### config.mk
export PLATFORM = sky130hd
export DESIGN_NAME = data_memory_arbiter
export DESIGN_NICKNAME = d
export VERILOG_FILES = /design/src/rtl/data_memory_arbiter.sv
export SDC_FILE = /design/constraint.sdc
export NUM_CORES = 1
export LEC_CHECK = 0
export BUFFER_PORTS_ARGS = -buffer_cell sky130_fd_sc_hd__buf_2
export CAP_MARGIN = 20
export CORE_AREA = 2 2 231 233
export CTS_CLUSTER_SIZE = 10
export DETAILED_ROUTE_END_ITERATION = 10
export DIE_AREA = 0 0 233 235
export HOLD_SLACK_MARGIN = 0.03
export RECOVER_POWER = 50
export SYNTH_ARGS = -nofsm -noshare
export SYNTH_HDL_FRONTEND = slang
export SYNTH_SLANG_ARGS = --single-unit
### constraint.sdc
create_clock -name clk -period 19.8 [get_ports clk]
set_clock_uncertainty 0.2 [all_clocks]
set_input_delay 0 -clock clk [delete_from_list [all_inputs] [get_ports clk]]
set_output_delay 0 -clock clk [all_outputs]
set_load 0.01 [all_outputs]
### src/rtl/data_memory_arbiter.sv
// data_memory_arbiter: two-requester arbiter and sequencer for a byte-addressed,
// 64-bit-word data memory with combinational read and posedge write.
// Each transaction runs IDLE -> ACCESS -> RESP. An out-of-range access skips
// ACCESS and goes straight to RESP with an error.
// Optional feature macro: DMEM_ARB_RR_EN selects round-robin arbitration.
// When the macro is undefined, requester 0 has fixed priority.
module data_memory_arbiter #(
    parameter int unsigned MEM_BYTES = 1024
) (
    input  logic        clk,
    input  logic        reset,
    input  logic        r0_req,
    input  logic        r0_we,
    input  logic [63:0] r0_addr,
    input  logic [63:0] r0_wdata,
    output logic        r0_ack,
    output logic        r0_err,
    output logic [63:0] r0_rdata,
    input  logic        r1_req,
    input  logic        r1_we,
    input  logic [63:0] r1_addr,
    input  logic [63:0] r1_wdata,
    output logic        r1_ack,
    output logic        r1_err,
    output logic [63:0] r1_rdata,
    output logic [63:0] mem_addr,
    output logic [63:0] mem_wdata,
    output logic        mem_write,
    output logic        mem_read,
    input  logic [63:0] mem_rdata
);

    localparam logic [1:0] IDLE   = 2'd0;
    localparam logic [1:0] ACCESS = 2'd1;
    localparam logic [1:0] RESP   = 2'd2;

    logic [1:0]  state;
    logic        winner;     // requester owning the current transaction
    logic        cur_we;     // direction of the current transaction
    logic        any_req;
    logic        pick;       // 0 = requester 0, 1 = requester 1
    logic        sel_we;
    logic [63:0] sel_addr;
    logic [63:0] sel_wdata;
    logic        sel_in_range;

`ifdef DMEM_ARB_RR_EN
    logic        last_grant;

    // Round-robin choice: on a tie, the requester not granted last wins.
    always_comb begin
        any_req = r0_req | r1_req;
        if (r0_req && r1_req) begin
            pick = ~last_grant;
        end else begin
            pick = ~r0_req;
        end
    end

    // last_grant resets to 1 so requester 0 wins the first tie.
    always_ff @(posedge clk or posedge reset) begin
        if (reset) begin
            last_grant <= 1'b1;
        end else if (state == IDLE && any_req) begin
            last_grant <= pick;
        end
    end
`else
    // Fixed priority: requester 0 wins whenever it is requesting.
    always_comb begin
        any_req = r0_req | r1_req;
        pick    = ~r0_req;
    end
`endif

    // Mux the chosen requester and range-check it in 65-bit unsigned arithmetic.
    always_comb begin
        sel_we       = pick ? r1_we    : r0_we;
        sel_addr     = pick ? r1_addr  : r0_addr;
        sel_wdata    = pick ? r1_wdata : r0_wdata;
        sel_in_range = (({1'b0, sel_addr} + 65'd7) < 65'(MEM_BYTES));
    end

    // Transaction sequencer. All outputs are registered here.
    always_ff @(posedge clk or posedge reset) begin
        if (reset) begin
            state     <= IDLE;
            winner    <= 1'b0;
            cur_we    <= 1'b0;
            mem_addr  <= 64'd0;
            mem_wdata <= 64'd0;
            mem_write <= 1'b0;
            mem_read  <= 1'b0;
            r0_ack    <= 1'b0;
            r0_err    <= 1'b0;
            r0_rdata  <= 64'd0;
            r1_ack    <= 1'b0;
            r1_err    <= 1'b0;
            r1_rdata  <= 64'd0;
        end else begin
            case (state)
                IDLE: begin
                    if (any_req) begin
                        winner    <= pick;
                        cur_we    <= sel_we;
                        mem_addr  <= sel_addr;
                        mem_wdata <= sel_wdata;
                        if (sel_in_range) begin
                            // Strobes are set now so they are high for the whole ACCESS cycle.
                            mem_read  <= ~sel_we;
                            mem_write <= sel_we;
                            state     <= ACCESS;
                        end else begin
                            // No memory strobe; respond right away with an error and zero data.
                            state <= RESP;
                            if (pick) begin
                                r1_ack   <= 1'b1;
                                r1_err   <= 1'b1;
                                r1_rdata <= 64'd0;
                            end else begin
                                r0_ack   <= 1'b1;
                                r0_err   <= 1'b1;
                                r0_rdata <= 64'd0;
                            end
                        end
                    end
                end
                ACCESS: begin
                    // The memory commits a store, or presents load data, at this edge.
                    mem_read  <= 1'b0;
                    mem_write <= 1'b0;
                    state     <= RESP;
                    if (winner) begin
                        r1_ack <= 1'b1;
                        if (!cur_we) begin
                            r1_rdata <= mem_rdata;
                        end
                    end else begin
                        r0_ack <= 1'b1;
                        if (!cur_we) begin
                            r0_rdata <= mem_rdata;
                        end
                    end
                end
                RESP: begin
                    r0_ack <= 1'b0;
                    r0_err <= 1'b0;
                    r1_ack <= 1'b0;
                    r1_err <= 1'b0;
                    state  <= IDLE;
                end
                default: begin
                    state <= IDLE;
                end
            endcase
        end
    end

endmodule

Word level (Yosys, flattened, before mapping)
Cells that the tools add are included.

$add $sub $neg: 1. Reductions and logical operators: 12. Muxes and demuxes: 35. Bitwise logic cells: 3. Equality and inequality tests: 10. Order comparisons: 1.

Operator list (count): $mux 64 (11); $pmux 64 s2 (2); $add 64x3->65 const B (1); $lt 65x11->1 const B (1); $ne 2x2->1 const B (8); $mux 1 (13); $reduce_and 6->1 (2); $reduce_and 5->1 (2); $pmux 1 s2 (4); $reduce_and 4->1 (2); $pmux 1 s3 (2); $mux 2 (2); $pmux 2 s2 (1); $reduce_bool 2->1 (2); $reduce_and 3->1 (1); $reduce_bool 3->1 (1); $eq 2x1->1 const B (1); $eq 2x2->1 const B (1); $logic_not 2->1 (1); $not 1->1 (2); $reduce_and 2->1 (1); $or 1x1->1 (1).

Bits of input ports: 326. Register bits after elaboration: 266. Output and inout port bits: 262. Logic and storage cells: 75.

Depth between registers and ports, before layout
Depth after elaboration: 6. Gate-level depth with buffers: 18. Depth with buffers taken out: 10.

Least setup slack after synthesis
Ideal clock, no wire load.

Path type: input to register. Start point: in r0_req. End point: reg r1_rdata[0]. Slack: 16338 ps. Data required time: 19475 ps. Stages on the path: 16. Arrival: 3137 ps. Path through: buf_6 buf_6 buf_6 buf_4 buf_6 buf_2 mux2i_1 o31ai_1 a221oi_1 o211ai_1 a2111oi_0 nand4_1 o41ai_2 a21oi_2 buf_6 mux2_4.

Longest elaborated chain between the ends: 5. Elaborated cells between the ends (all ways): 8.

RTL lines: start, declared (RTL line 12) `input logic r0_req,`; $mux 64 (RTL line 79) `sel_addr = pick ? r1_addr : r0_addr;`; $add 64x3->65 (RTL line 81) `sel_in_range = (({1'b0, sel_addr} + 65'd7) < 65'(MEM_BYTES));`; $lt 65x11->1 (RTL line 81); $ne 2x2->1 (no line); $reduce_and 6->1 (no line) *; end signal, assigned (RTL line 136) `r1_rdata <= mem_rdata;`; end, declared (RTL line 25) `output logic [63:0] r1_rdata,`.

Mark *: on every way between the ends. The rest lies on a longest branch, timed or not. A chain may end at the register's enable or synchronous reset.

==> results.ini <==
[global_routing]
grt_max_degree = 114
grt_pass1_wl_mm = 88.51
antenna_found_initial = 1
overflow = 0
grtUsageTotal = 0.2050
grt_pass1_vias = 15570

[synthesis]
syn_area_per_cell_um2 = 9.873
synth_area_leaders = dfrtp_1 (47%), mux2i_1 (8.6%), nor2_1 (7.1%), mux2_4 (6.3%), a21oi_1 (4.9%)
async_flop_share = 1.000
yosysTopAreaCell = dfrtp_1
ys_seq_elements = 266
syn_inst = 1442
syn_area_um2 = 14240
syn_nets = 1768
yosysSeqAreaShare = 0.4676
synth_edf_count = 0
yosysTopAreaCellShare = 0.4676
synthFlopType = dfrtp_1
yosysWarnings = 0
yosysUniqueCellTypes = 69

[setup_path]
crit_path_max_incr_delay_ns = 2.60
cp_cell_sequence = dlygate4sd3_1 -> buf_2 -> dlygate4sd3_1 -> clkinvlp_2 -> clkbuf_1 -> buf_4
critPathMaxFanout = 84
crit_top_cell = dlygate4sd3_1
endpoint_kind = asynchronous set/reset pin
critPathBufInv = 6
start_kind = primary input
crit_family = buffers and inverters
cp_slowest_cell = clkbuf_1
path_class = primary input to asynchronous set/reset pin
worstPathArrival_ns = 7.09
required_ns = 20.15

[run_status]
run_status = finished, violations left
failed_checks = capacitance limit, slew limit

[detailed_routing]
first_iter_violations = 757
drc = 0
routed_wl_mm = 58.10
dr_total_vias = 15050
wl_per_cell_um = 19.14
first_pass_iters = 8
ant_nets = 0
vias_per_cell = 4.958

[sta]
layout_min_cycle_time_ns = 6.741
tightest_slew_ns = 3.696
hold_viol_final = 0
max_freq_mhz = 148.3
whs_ns = 0.1186
tns_ns = 0
setup_viol = 0
report.final.slew_viol_count = 262
maxSlewHeadroom = -1.478
rsz0062_at_grt = no
post-route-period-util = 0.3404

[die]
std_cell_rows = 84
ioPinCount = 588
core_area_um2 = 52240
die_x_um = 233
die_h_um = 235
initial_utilization = 0.2725
die_area_um2 = 54760

[power]
total_power_mw = 1.572
vdd_ir_drop_max_mv = 0.05636
powerDensity_nw_per_um2 = 72.18
power.leakage_nw = 9.701

[job]
cap_violations = 4

[clock_tree]
clk_pin_slew_ns = 0.05
cts_tree = built
worstSkewPairLatency_ns = 0.54
root_buffer = clkbuf_16
htree_levels = 2
cts_made_buffers = 35
cts_sinks = 266
clockBufferDepth = 3

[layout]
fill_cells = 5129
area_growth_pct = 53.01
final_cell_area_um2 = 21780
register_area_um2 = 6656
final_common_cell = dlygate4sd3_1
layout_common_cells = dlygate4sd3_1 (339), buf_2 (324), clkbuf_1 (273), nor2_1 (271), dfrtp_1 (266)
drive_gt1_frac = 0.2062
fin_nets = 2655
multi_input_area_um2 = 7089

[place]
placed_area_um2 = 17690
dp_hpwl_mm = 39.24
gp_congestion = 0.9363
io_buffers = 587

[worst_hold_path]
hold_path.class = primary input to register

[cell type report]
type / instances / area share
diodes: 1 / 0.0001149
repair buffers: 940 / 0.2805
clock inverters: 7 / 0.003619
flip-flops and latches: 266 / 0.3056
well taps: 688 / 0.03952
multi-input cells: 1081 / 0.3254
inverters: 5 / 0.0009190
clock buffers: 48 / 0.04428
[tightest hold or removal path, cell delays in order]
cell	delay, ns
buf_2	0.08
mux2i_1	0.05
dlygate4sd3_1	0.55
a21oi_1	0.14
[Yosys cell counts, drive strengths merged (4+ instances only)]
master,instances
nor2,271
nand3,51
clkbuf,55
a21oi,140
o21ai,9
inv,5
xor2,4
buf,35
nand4,31
nand3b,27
a22oi,13
nand2,43
a31oi,4
nand2b,8
o211ai,5
xnor2,17
nand4b,13
nor3,80
or3,4
mux2,83
dfrtp,266
nor2b,5
nor4,13
mux2i,123
and2,72
a211oi,11
[worst paths after layout]
| check | start | endpoint | slack [ns] | depth (start not counted) |
|---|---|---|---|---|
| min in group asynchronous | reset | mem_wdata[17] | 1.57 | 4 |
| max in group clk | r0_req | r1_rdata[61] | 13.82 | 14 |
| worst min register to register | r0_err | r0_err | 0.29 | 1 |
| worst max register to register | state[0] | mem_addr[61] | 14.99 | 5 |
| worst max-delay path | reset | r0_rdata[40] | 13.06 | 6 |
| worst min-delay path | r0_wdata[13] | mem_wdata[13] | 0.12 | 4 |
[flip-flops by register name (all words and copies together) (netlist names)]
signal and count:
mem_write 1, mem_addr 64, r1_err 1, winner 1
r0_rdata 64, mem_read 1, r0_ack 1, r1_rdata 64
state 2, r0_err 1, mem_wdata 64, cur_we 1
r1_ack 1
[through the flow]
stage               instances  utilization  setup WS (ns)
finish                   3036       0.4170          13.06
global route             3036       0.4170          11.86
CTS                      3035       0.4237          13.86
detailed placement       2641       0.3387          13.87
global placement         2641       0.3387          14.00
floorplan                1442            -          12.27
[report_power, final]
| part | leakage, nW | switching (mW) | internal [mW] |
|---|---|---|---|
| sequential | 3.34 | 0.0328 | 0.597 |
| clock | 0.506 | 0.250 | 0.342 |
| combinational | 5.86 | 0.195 | 0.157 |
[routing by layer]
| layer | track usage | vias to the layer above | routed length, um |
|---|---|---|---|
| li1 | - | 6914 | - |
| met1 | 0.2368 | 7288 | 22850 |
| met2 | 0.3554 | 704 | 28400 |
| met3 | 0.05546 | 147 | 4619 |
| met4 | 0.08454 | 0 | 2231 |
| met5 | 0 | - | 0 |
[kinds of logic after synthesis]
family          Yosys count  synth area share
simple gates            630            0.2189
flops                   266            0.4676
compound gates          224           0.09650
mux                     206            0.1680
buf+inv                  95           0.03612
xor+xnor                 21           0.01292
[timing repair]
action / CTS / global route
resized for setup: 0 / 0
setup buffers: 0 / 0
hold buffers: 339 / 0
endpoints found under the hold margin: 347 / 0
No activity file was read; power rests on OpenSTA's default activity.
